<file path="src/rtl/enemy_pkg.sv">
// Shared types and constants for the enemy wave scheduler and its slots.
package enemy_pkg;

  typedef enum logic [1:0] {
    FREE    = 2'd0,
    ACTIVE  = 2'd1,
    EXPLODE = 2'd2
  } slot_state_t;

  typedef enum logic [1:0] {
    IDLE = 2'd0,
    RUN  = 2'd1,
    HALT = 2'd2
  } game_state_t;

  localparam int SCREEN_W = 640;
  localparam int SCREEN_H = 480;

  localparam logic [9:0] LFSR_SEED = 10'h2A5;
  // Feedback taps for x^10 + x^7 + 1 (bit indices of the 10-bit register)
  localparam int LFSR_TAP_HI = 9;
  localparam int LFSR_TAP_LO = 6;

  // One Fibonacci step: shift left, feed the tap XOR into bit 0
  function automatic logic [9:0] lfsr_next(input logic [9:0] v);
    return {v[8:0], v[LFSR_TAP_HI] ^ v[LFSR_TAP_LO]};
  endfunction

endpackage

</file>
<file path="src/rtl/enemy_slot.sv">
// One enemy plane: FREE/ACTIVE/EXPLODE state, position and explode timer.
// Escape is reported combinationally so the parent counts it on the same edge.
module enemy_slot
  import enemy_pkg::*;
#(
  parameter int SPEED         = 2,
  parameter int Y_BOTTOM      = 479,
  parameter int EXPLODE_TICKS = 8
) (
  input  logic       i_clk,
  input  logic       i_rst,
  input  logic       i_clear,
  input  logic       i_run,
  input  logic       i_tick,
  input  logic       i_spawn,
  input  logic [9:0] i_spawn_x,
  input  logic       i_hit,
  output logic       o_free,
  output logic       o_en,
  output logic       o_exploding,
  output logic       o_escape,
  output logic [9:0] o_x,
  output logic [9:0] o_y
);

  localparam int TW = (EXPLODE_TICKS > 1) ? $clog2(EXPLODE_TICKS) : 1;

  slot_state_t   r_state;
  logic [9:0]    r_x;
  logic [9:0]    r_y;
  logic [TW-1:0] r_timer;
  logic          r_en;
  logic          r_exploding;

  logic [10:0]   w_sum;
  logic          w_escape;

  // 11-bit sum so a move past row 1023 can never wrap back on screen
  assign w_sum    = {1'b0, r_y} + 11'(SPEED);
  // A hit in the same cycle takes priority, so it suppresses the escape
  assign w_escape = i_run && i_tick && !i_hit && (r_state == ACTIVE) && (w_sum > 11'(Y_BOTTOM));

  assign o_free      = (r_state == FREE);
  assign o_en        = r_en;
  assign o_exploding = r_exploding;
  assign o_escape    = w_escape;
  assign o_x         = r_x;
  assign o_y         = r_y;

  // Slot FSM with registered enable/explode flags; frozen outside RUN
  always_ff @(posedge i_clk or posedge i_rst) begin
    if (i_rst) begin
      r_state     <= FREE;
      r_x         <= '0;
      r_y         <= '0;
      r_timer     <= '0;
      r_en        <= 1'b0;
      r_exploding <= 1'b0;
    end else if (i_clear) begin
      r_state     <= FREE;
      r_x         <= '0;
      r_y         <= '0;
      r_timer     <= '0;
      r_en        <= 1'b0;
      r_exploding <= 1'b0;
    end else if (i_run) begin
      unique case (r_state)
        FREE: begin
          if (i_spawn) begin
            r_state <= ACTIVE;
            r_x     <= i_spawn_x;
            r_y     <= '0;
            r_en    <= 1'b1;
          end
        end
        ACTIVE: begin
          if (i_hit) begin
            r_state     <= EXPLODE;
            r_timer     <= '0;
            r_en        <= 1'b0;
            r_exploding <= 1'b1;
          end else if (i_tick) begin
            if (w_escape) begin
              // y is left at its last visible value
              r_state <= FREE;
              r_en    <= 1'b0;
            end else begin
              r_y <= w_sum[9:0];
            end
          end
        end
        EXPLODE: begin
          if (i_tick) begin
            if (r_timer == TW'(EXPLODE_TICKS - 1)) begin
              r_state     <= FREE;
              r_exploding <= 1'b0;
            end else begin
              r_timer <= r_timer + 1'b1;
            end
          end
        end
        default: begin
          r_state     <= FREE;
          r_en        <= 1'b0;
          r_exploding <= 1'b0;
        end
      endcase
    end
  end

endmodule

</file>
<file path="src/rtl/enemy_wave_scheduler.sv">
// Enemy wave scheduler: game FSM, spawn pacing, random x, score and escape tally.
module enemy_wave_scheduler
  import enemy_pkg::*;
#(
  parameter int NUM_SLOTS      = 4,
  parameter int SPAWN_INTERVAL = 64,
  parameter int SPEED          = 2,
  parameter int Y_BOTTOM       = SCREEN_H - 1,
  parameter int X_MIN          = 32,
  parameter int EXPLODE_TICKS  = 8,
  parameter int MAX_ESCAPE     = 5,
  localparam int SW            = $clog2(NUM_SLOTS)
) (
  input  logic                    i_clk,
  input  logic                    i_rst,
  input  logic                    i_move_tick,
  input  logic                    i_start,
  input  logic                    i_hit_valid,
  input  logic [SW-1:0]           i_hit_slot,
  output logic [10*NUM_SLOTS-1:0] o_enemy_x,
  output logic [10*NUM_SLOTS-1:0] o_enemy_y,
  output logic [NUM_SLOTS-1:0]    o_enemy_en,
  output logic [NUM_SLOTS-1:0]    o_exploding,
  output logic [15:0]             o_score,
  output logic [2:0]              o_escapes,
  output logic                    o_game_over
);

  localparam int CW = (SPAWN_INTERVAL > 1) ? $clog2(SPAWN_INTERVAL) : 1;

  game_state_t          r_state;
  logic                 r_game_over;
  logic [9:0]           r_lfsr;
  logic [CW-1:0]        r_spawn_cnt;
  logic [15:0]          r_score;
  logic [2:0]           r_escapes;

  logic                 w_run;
  logic                 w_begin;
  logic                 w_spawn_try;
  logic                 w_hit_ok;
  logic [NUM_SLOTS-1:0] w_free;
  logic [NUM_SLOTS-1:0] w_hit;
  logic [NUM_SLOTS-1:0] w_escape;
  logic [NUM_SLOTS-1:0] w_spawn;
  logic [9:0]           w_spawn_x;
  logic [3:0]           w_esc_cnt;
  logic [4:0]           w_esc_sum;

  assign w_run       = (r_state == RUN);
  // Leaving IDLE or HALT starts a fresh wave
  assign w_begin     = i_start && (r_state != RUN);
  assign w_spawn_try = w_run && i_move_tick && (r_spawn_cnt == CW'(SPAWN_INTERVAL - 1));
  // Lowest-index free slot as a one-hot; w_free reflects state at cycle start
  assign w_spawn     = w_spawn_try ? (w_free & (~w_free + NUM_SLOTS'(1))) : '0;
  assign w_spawn_x   = 10'(X_MIN) + {1'b0, r_lfsr[8:0]};
  assign w_hit_ok    = |(w_hit & o_enemy_en);
  assign w_esc_sum   = 5'(r_escapes) + 5'(w_esc_cnt);

  assign o_score     = r_score;
  assign o_escapes   = r_escapes;
  assign o_game_over = r_game_over;

  // Count how many slots escape on this tick; several may leave together
  always_comb begin
    w_esc_cnt = '0;
    for (int i = 0; i < NUM_SLOTS; i++) begin
      w_esc_cnt = w_esc_cnt + 4'(w_escape[i]);
    end
  end

  // Game FSM: IDLE/HALT wait for start, RUN halts once the escape limit is reached
  always_ff @(posedge i_clk or posedge i_rst) begin
    if (i_rst) begin
      r_state     <= IDLE;
      r_game_over <= 1'b0;
    end else begin
      unique case (r_state)
        IDLE, HALT: begin
          if (i_start) begin
            r_state     <= RUN;
            r_game_over <= 1'b0;
          end
        end
        RUN: begin
          if (r_escapes == 3'(MAX_ESCAPE)) begin
            r_state     <= HALT;
            r_game_over <= 1'b1;
          end
        end
        default: begin
          r_state     <= IDLE;
          r_game_over <= 1'b0;
        end
      endcase
    end
  end

  // Random source for spawn x, advancing every clock while running
  always_ff @(posedge i_clk or posedge i_rst) begin
    if (i_rst) begin
      r_lfsr <= LFSR_SEED;
    end else if (w_run) begin
      r_lfsr <= lfsr_next(r_lfsr);
    end
  end

  // Spawn pacing: wrap after a successful spawn, hold at the top while all slots are busy
  always_ff @(posedge i_clk or posedge i_rst) begin
    if (i_rst) begin
      r_spawn_cnt <= '0;
    end else if (w_begin) begin
      r_spawn_cnt <= '0;
    end else if (w_run && i_move_tick) begin
      if (w_spawn_try) begin
        if (|w_free) begin
          r_spawn_cnt <= '0;
        end
      end else begin
        r_spawn_cnt <= r_spawn_cnt + 1'b1;
      end
    end
  end

  // Score and escape tally, both saturating
  always_ff @(posedge i_clk or posedge i_rst) begin
    if (i_rst) begin
      r_score   <= '0;
      r_escapes <= '0;
    end else if (w_begin) begin
      r_score   <= '0;
      r_escapes <= '0;
    end else if (w_run) begin
      if (w_hit_ok && (r_score != 16'hFFFF)) begin
        r_score <= r_score + 16'd1;
      end
      if (w_esc_sum > 5'(MAX_ESCAPE)) begin
        r_escapes <= 3'(MAX_ESCAPE);
      end else begin
        r_escapes <= w_esc_sum[2:0];
      end
    end
  end

  genvar gi;
  generate
    for (gi = 0; gi < NUM_SLOTS; gi++) begin : g_slot
      // Out-of-range hit indices match no slot and are dropped naturally
      assign w_hit[gi] = w_run && i_hit_valid && (i_hit_slot == SW'(gi));

      enemy_slot #(
        .SPEED         (SPEED),
        .Y_BOTTOM      (Y_BOTTOM),
        .EXPLODE_TICKS (EXPLODE_TICKS)
      ) u_slot (
        .i_clk       (i_clk),
        .i_rst       (i_rst),
        .i_clear     (w_begin),
        .i_run       (w_run),
        .i_tick      (i_move_tick),
        .i_spawn     (w_spawn[gi]),
        .i_spawn_x   (w_spawn_x),
        .i_hit       (w_hit[gi]),
        .o_free      (w_free[gi]),
        .o_en        (o_enemy_en[gi]),
        .o_exploding (o_exploding[gi]),
        .o_escape    (w_escape[gi]),
        .o_x         (o_enemy_x[10*gi +: 10]),
        .o_y         (o_enemy_y[10*gi +: 10])
      );
    end
  endgenerate

endmodule

</file>
<file path="config.mk">
export PLATFORM = sky130hd
export DESIGN_NAME = enemy_wave_scheduler
export DESIGN_NICKNAME = d
export VERILOG_FILES = /design/src/rtl/enemy_pkg.sv /design/src/rtl/enemy_slot.sv /design/src/rtl/enemy_wave_scheduler.sv
export SDC_FILE = /design/constraint.sdc
export NUM_CORES = 1
export LEC_CHECK = 0
export BUFFER_PORTS_ARGS = -buffer_cell sky130_fd_sc_hd__buf_2
export CAP_MARGIN = 10
export CORE_AREA = 5 5 140 142
export CTS_CLUSTER_SIZE = 30
export DETAILED_ROUTE_END_ITERATION = 7
export DIE_AREA = 0 0 145 147
export GPL_ROUTABILITY_DRIVEN = 1
export PLACE_DENSITY = 0.69
export SYNTH_ARGS = -nofsm -noshare
export SYNTH_HDL_FRONTEND = slang
export SYNTH_HIERARCHICAL = 1
export SYNTH_SLANG_ARGS = --single-unit
</file>
<file path="constraint.sdc">
create_clock -name i_clk -period 7.6 [get_ports i_clk]
set_input_delay 0.38 -clock i_clk [delete_from_list [all_inputs] [get_ports i_clk]]
set_output_delay 0.38 -clock i_clk [all_outputs]
set_load 0.005 [all_outputs]
</file>
[After elaboration in Yosys (flattened, before gate mapping)]
Cells that the tools add are included.
Word-level totals
  word-level logic and storage cells: 380
  bits of input ports: 7
  flip-flop bits (word level): 146
  output and inout bits: 108
Operators by class
  multiplexer cells: 173
  reductions and logical operators: 80
  bitwise gates (word level): 4
  order comparisons: 5
  $add $sub $neg: 16
  equal/unequal tests: 72
Operators with widths (count)
  two-way mux 10 bit: 40
  one-hot mux 10 bit (2 select lines): 4
  two-way mux 3 bit: 23
  two-way mux 2 bit: 34
  AND reduction 5 bit: 12
  inequality test 3 bit, second input constant: 18
  two-way mux 16 bit: 3
  AND reduction 6 bit: 8
  two-way mux 1 bit: 46
  adder 10 x 2 -> 11 bit, second input constant: 4
  greater-than comparator 11 x 9 -> 1 bit, second input constant: 4
  inequality test 3 x 2 -> 1 bit, second input constant: 12
  two-way mux 6 bit: 4
  one-hot mux 1 bit (3 select lines): 8
  one-hot mux 2 bit (3 select lines): 4
  one-hot mux 3 bit (2 select lines): 4
  nonzero test 3 bit: 8
  nonzero test 2 bit: 11
  logical AND 1 bit: 21
  adder 16 x 1 -> 16 bit, second input constant: 1
  inequality test 16 bit, second input constant: 1
  inequality test 2 bit, second input constant: 8
  inequality test 4 x 2 -> 1 bit, second input constant: 4
  == test 3 bit, second input constant: 5
  other kinds (28): 63

[Longest topological paths before layout]
  depth in word-level cells: 15
  gate-level depth with buffers: 17

[By module]
Netlist, hierarchy kept.
Modules (own cells, without submodules)
  enemy_slot: cells each 162, times used 4, sequential area each 650.6 um2, area an instance 1475.2 um2
  enemy_wave_scheduler: cells each 239, times used 1, sequential area each 932.1 um2, area an instance 2115.8 um2

[Worst setup path after synthesis]
Ideal clock, no wire load.
  path type: register -> register
  from: reg, netlist name r_state[1]
  to: reg r_escapes[1] (netlist: o_escapes[1])
  stages on the path, launching flop included: 18
  data required time: 7.478 ns
  buffers on the path: 2
  arrival time: 3.961 ns
  clock period less this slack: 4.083 ns
  path slack: 3.517 ns
  cells stage by stage: dfrtp_1 -> nand2b_1 -> clkbuf_8 -> bufinv_8 -> clkbuf_1 -> nand2_1 -> nor3_1 -> o2111ai_1 -> o21ai_1 -> fa_1 -> inv_1 -> fa_1 -> inv_1 -> fa_1 -> and2_1 -> a21o_1 -> nand3_1 -> nand2_1
RTL lines
  to (signal assigned): line enemy_wave_scheduler.sv:138  | r_escapes <= 3'(MAX_ESCAPE);
  to (signal assigned): line enemy_wave_scheduler.sv:140  | r_escapes <= w_esc_sum[2:0];
  to (decl): line enemy_wave_scheduler.sv:36  | logic [2:0] r_escapes;

==> results.toml <==
[yosys]
netlist_instances = 887
synthFlopType = "dfrtp_1"
netlist_area_mm2 = 0.008016
ys_ff_latch = 141
syn_nets = 917
seq_area_frac_synth = 0.4409
async_reset_ff_frac = 1.000
synth_edf_count = 0
syn_area_per_cell_um2 = 9.038
yosysUniqueCellTypes = 64
ys.warnings.count = 6

[global_route]
grt_first_pass_wirelength_um = 34620
antenna_found_initial = 1
grt.total_usage = 0.1953
gr-total-overflow = 0
grt_pass1_vias = 6669
grt_max_degree = 50

[placement]
numPortBuffers = 110
dp_hpwl_um = 14590
place_ws_ns = 2.790
place_congestion = 0.8927

[clock_network]
clkLatencyLatePin_ns = 0.42
post_cts_resized = 0
cts_tree = "yes"
cts_buffers = 17
htreeDepth = 4
cts.clk_slew.worst_paths_ns = 0.06
cts_root_buffer = "clkbuf_16"
cts_num_sinks = 141
clockBufferDepth = 2

[cells_and_area]
final_util = 0.5084
area_growth_pct = 16.25
drive_gt1_frac = 0.1886
nFillCells = 1699
fin_nets = 1015

[critical_path]
crit_path_max_incr_delay_ns = 0.72
cp-end-kind = "flip-flop"
path_class = "reg -> reg"
rr_worst_depth = 16
required_ns = 7.88
regToRegEndpoint = "o_escapes[0]"
worstSetupStartpointType = "flip-flop"
crit_slowest_cell = "nor3_1"
path_cells = "nand2b_1, bufinv_8, nand2_1, nor3_1, nor3_1, o2111ai_1, o21ai_1, fa_1, inv_1, fa_1, inv_1, fa_1, inv_1, o21ai_0, a21oi_1, o21ai_0"
path_delay_family = "simple AND/OR/NAND/NOR gates"
r2r_setup_slack_ns = 2.76
path_max_fanout = 39
crit_buf_inv = 4
rr_startpoint = "r_state[1]"
worstPathArrival_ns = 5.12

[power]
power.density_mw_per_mm2 = 181.7
leakage_nw = 4.599
ir_drop_mv = 0.1628

[flow_run]
maxCapViolCount = 0

[floorplan]
initial_utilization = 0.4373
core-area_mm2 = 0.01833
ios = 115
dieHeight_um = 147
die_x_um = 145
die-area_mm2 = 0.02132
rows = 50

[timing]
rsz0062_at_grt = "no"
final-max-slew-violation-count = 0
slew_headroom = 0.2674
finalCritPeriodShare = 0.6367
tightest_slew_ns = 1.098
setup-tns-final_ns = 0
worst_slack_ns = 2.761
fin_skew_ns = 0.01177
fmax_ghz = 0.2067
setup_viol = 0
finalHoldViolations = 0
fin_crit_ns = 4.839

[run_status]
status = "finished clean"

[detailed_routing]
ant_nets = 0
vias = 6957
drt-vias-per-instance = 5.647
drc = 0
drt_iter0_markers = 630
wirelength_um = 20750
first_pass_iters = 5
wl_per_cell_um = 16.84

[min_path]
hold_end = "r_state[1]"
min_path_cells = 4
hold_start = "i_start"
hp-class = "in -> reg"
## synth_stat cells, types with 12 or more instances
| library cell | count | area share |
|---|---|---|
| a21oi_1 | 76 | 0.047 |
| nand4_1 | 15 | 0.012 |
| nand3_1 | 31 | 0.019 |
| clkbuf_1 | 23 | 0.011 |
| o2111ai_1 | 12 | 0.013 |
| nor2_1 | 47 | 0.022 |
| o21ai_0 | 44 | 0.027 |
| xnor2_1 | 12 | 0.013 |
| nand2_1 | 158 | 0.074 |
| dfrtp_1 | 136 | 0.42 |
| nor3_1 | 26 | 0.016 |
| nor4_1 | 14 | 0.011 |
| mux2i_1 | 25 | 0.031 |
| inv_1 | 45 | 0.021 |
| ha_1 | 20 | 0.031 |
| and3b_1 | 14 | 0.015 |
## flip-flops by register name (all words and copies together) (netlist names)
signal	count
r_spawn_cnt	6
g_slot.u_slot/o_exploding	4
g_slot.u_slot/r_timer	12
r_lfsr	10
o_score	16
g_slot.u_slot/o_en	4
r_state	2
g_slot.u_slot/o_x	40
o_escapes	3
g_slot.u_slot/r_state	8
g_slot.u_slot/o_y	36
## worst max-delay path by stage
| stage | startpoint | to | slack [ns] | cells after the start |
|---|---|---|---|---|
| 6_report | r_state[1] | o_escapes[0] | 2.76 | 16 |
| 2_1_floorplan | r_state[1] | o_escapes[1] | 3.52 | 17 |
| 3_3_place_gp | r_state[1] | o_escapes[0] | 2.89 | 16 |
| 3_5_place_dp | r_state[1] | o_escapes[0] | 2.79 | 16 |
| 5_1_grt | r_state[1] | o_escapes[0] | 2.37 | 16 |
| 4_1_cts | r_state[1] | o_escapes[0] | 2.79 | 16 |
## power by group
group	leakage, nW	total [W]	switching [W]	internal (W)
Sequential	1.94	0.000778	0.0000139	0.000765
Combinational	2.38	0.0000943	0.0000649	0.0000294
Clock	0.277	0.000821	0.000321	0.000499
Total	4.60	0.00169	0.000400	0.00129
## worst register-to-register path, cell delays in order (launching register included)
cell,delay [ns]
dfrtp_1,0.39
nand2b_1,0.41
bufinv_8,0.46
nand2_1,0.11
nor3_1,0.72
nor3_1,0.25
o2111ai_1,0.28
o21ai_1,0.25
fa_1,0.55
inv_1,0.05
fa_1,0.34
inv_1,0.09
fa_1,0.45
inv_1,0.07
o21ai_0,0.07
a21oi_1,0.14
o21ai_0,0.08
## cell type report
type | instances | area [µm²] | area share
multi-input combinational | 665 | 4124 | 0.4425
sequential | 141 | 3535 | 0.3793
timing repair buffer | 114 | 603.1 | 0.06472
clock buffer | 22 | 464.2 | 0.04981
tap | 234 | 292.8 | 0.03142
inverter | 46 | 186.4 | 0.02001
clock inverter | 9 | 111.4 | 0.01195
antenna | 1 | 2.502 | 0.0002685
## logic make-up after synthesis
group                    Yosys count  share of synthesized area
multiplexers                      34                    0.04526
adder cells (fa/ha/maj)           23                    0.03871
flip-flops                       141                     0.4409
buffers and inverters             81                    0.04464
XOR/XNOR                          14                    0.01530
AND/OR/NAND/NOR                  390                     0.2474
AO/OA/AOI/OAI                    200                     0.1659
other                              4                   0.001872
## routing by layer
layer	wire length, µm	track usage	vias up	part of all wire
li1	-	-	3350	-
met1	9324	0.2647	3353	0.45
met2	9650	0.3065	226	0.47
met3	1425	0.05213	26	0.069
met4	340	0.06168	2	0.016
met5	7	0	-	0.00034
## cells in the final DEF (no fill, tap or decap), types with 12 or more instances in the layout
cell       count
ha_1          20
nor3_1        26
nand4_1       15
nor4_1        14
a21oi_1       76
xnor2_1       12
o2111ai_1     12
nand2_1      158
dfrtp_1      136
mux2i_1       25
clkbuf_16     17
nor2_1        47
buf_2        110
inv_1         44
and3b_1       14
nand3_1       31
o21ai_0       44
## metrics by stage
step | area [µm²] | total power [W] | cells | hold WS [ns]
after global routing | 9316 | 0.001760 | 1231 | 0.3137
final | 9319 | 0.001694 | 1232 | 0.2676
after global placement | 8703 | 0.0008829 | 1198 | 0.4562
after CTS | 9279 | 0.001708 | 1229 | 0.1285
after floorplan | 8016 | 0.0008602 | 887 | 0.4200
after detailed placement | 8703 | 0.0008852 | 1198 | 0.4629
## timing repair
| item | 4_1_cts | 5_1_grt |
|---|---|---|
| buffers inserted | 0 | 0 |
| endpoints found under the hold margin | 0 | 5 |
| hold buffers | 0 | 1 |
No activity file was read; power rests on OpenSTA's default activity.
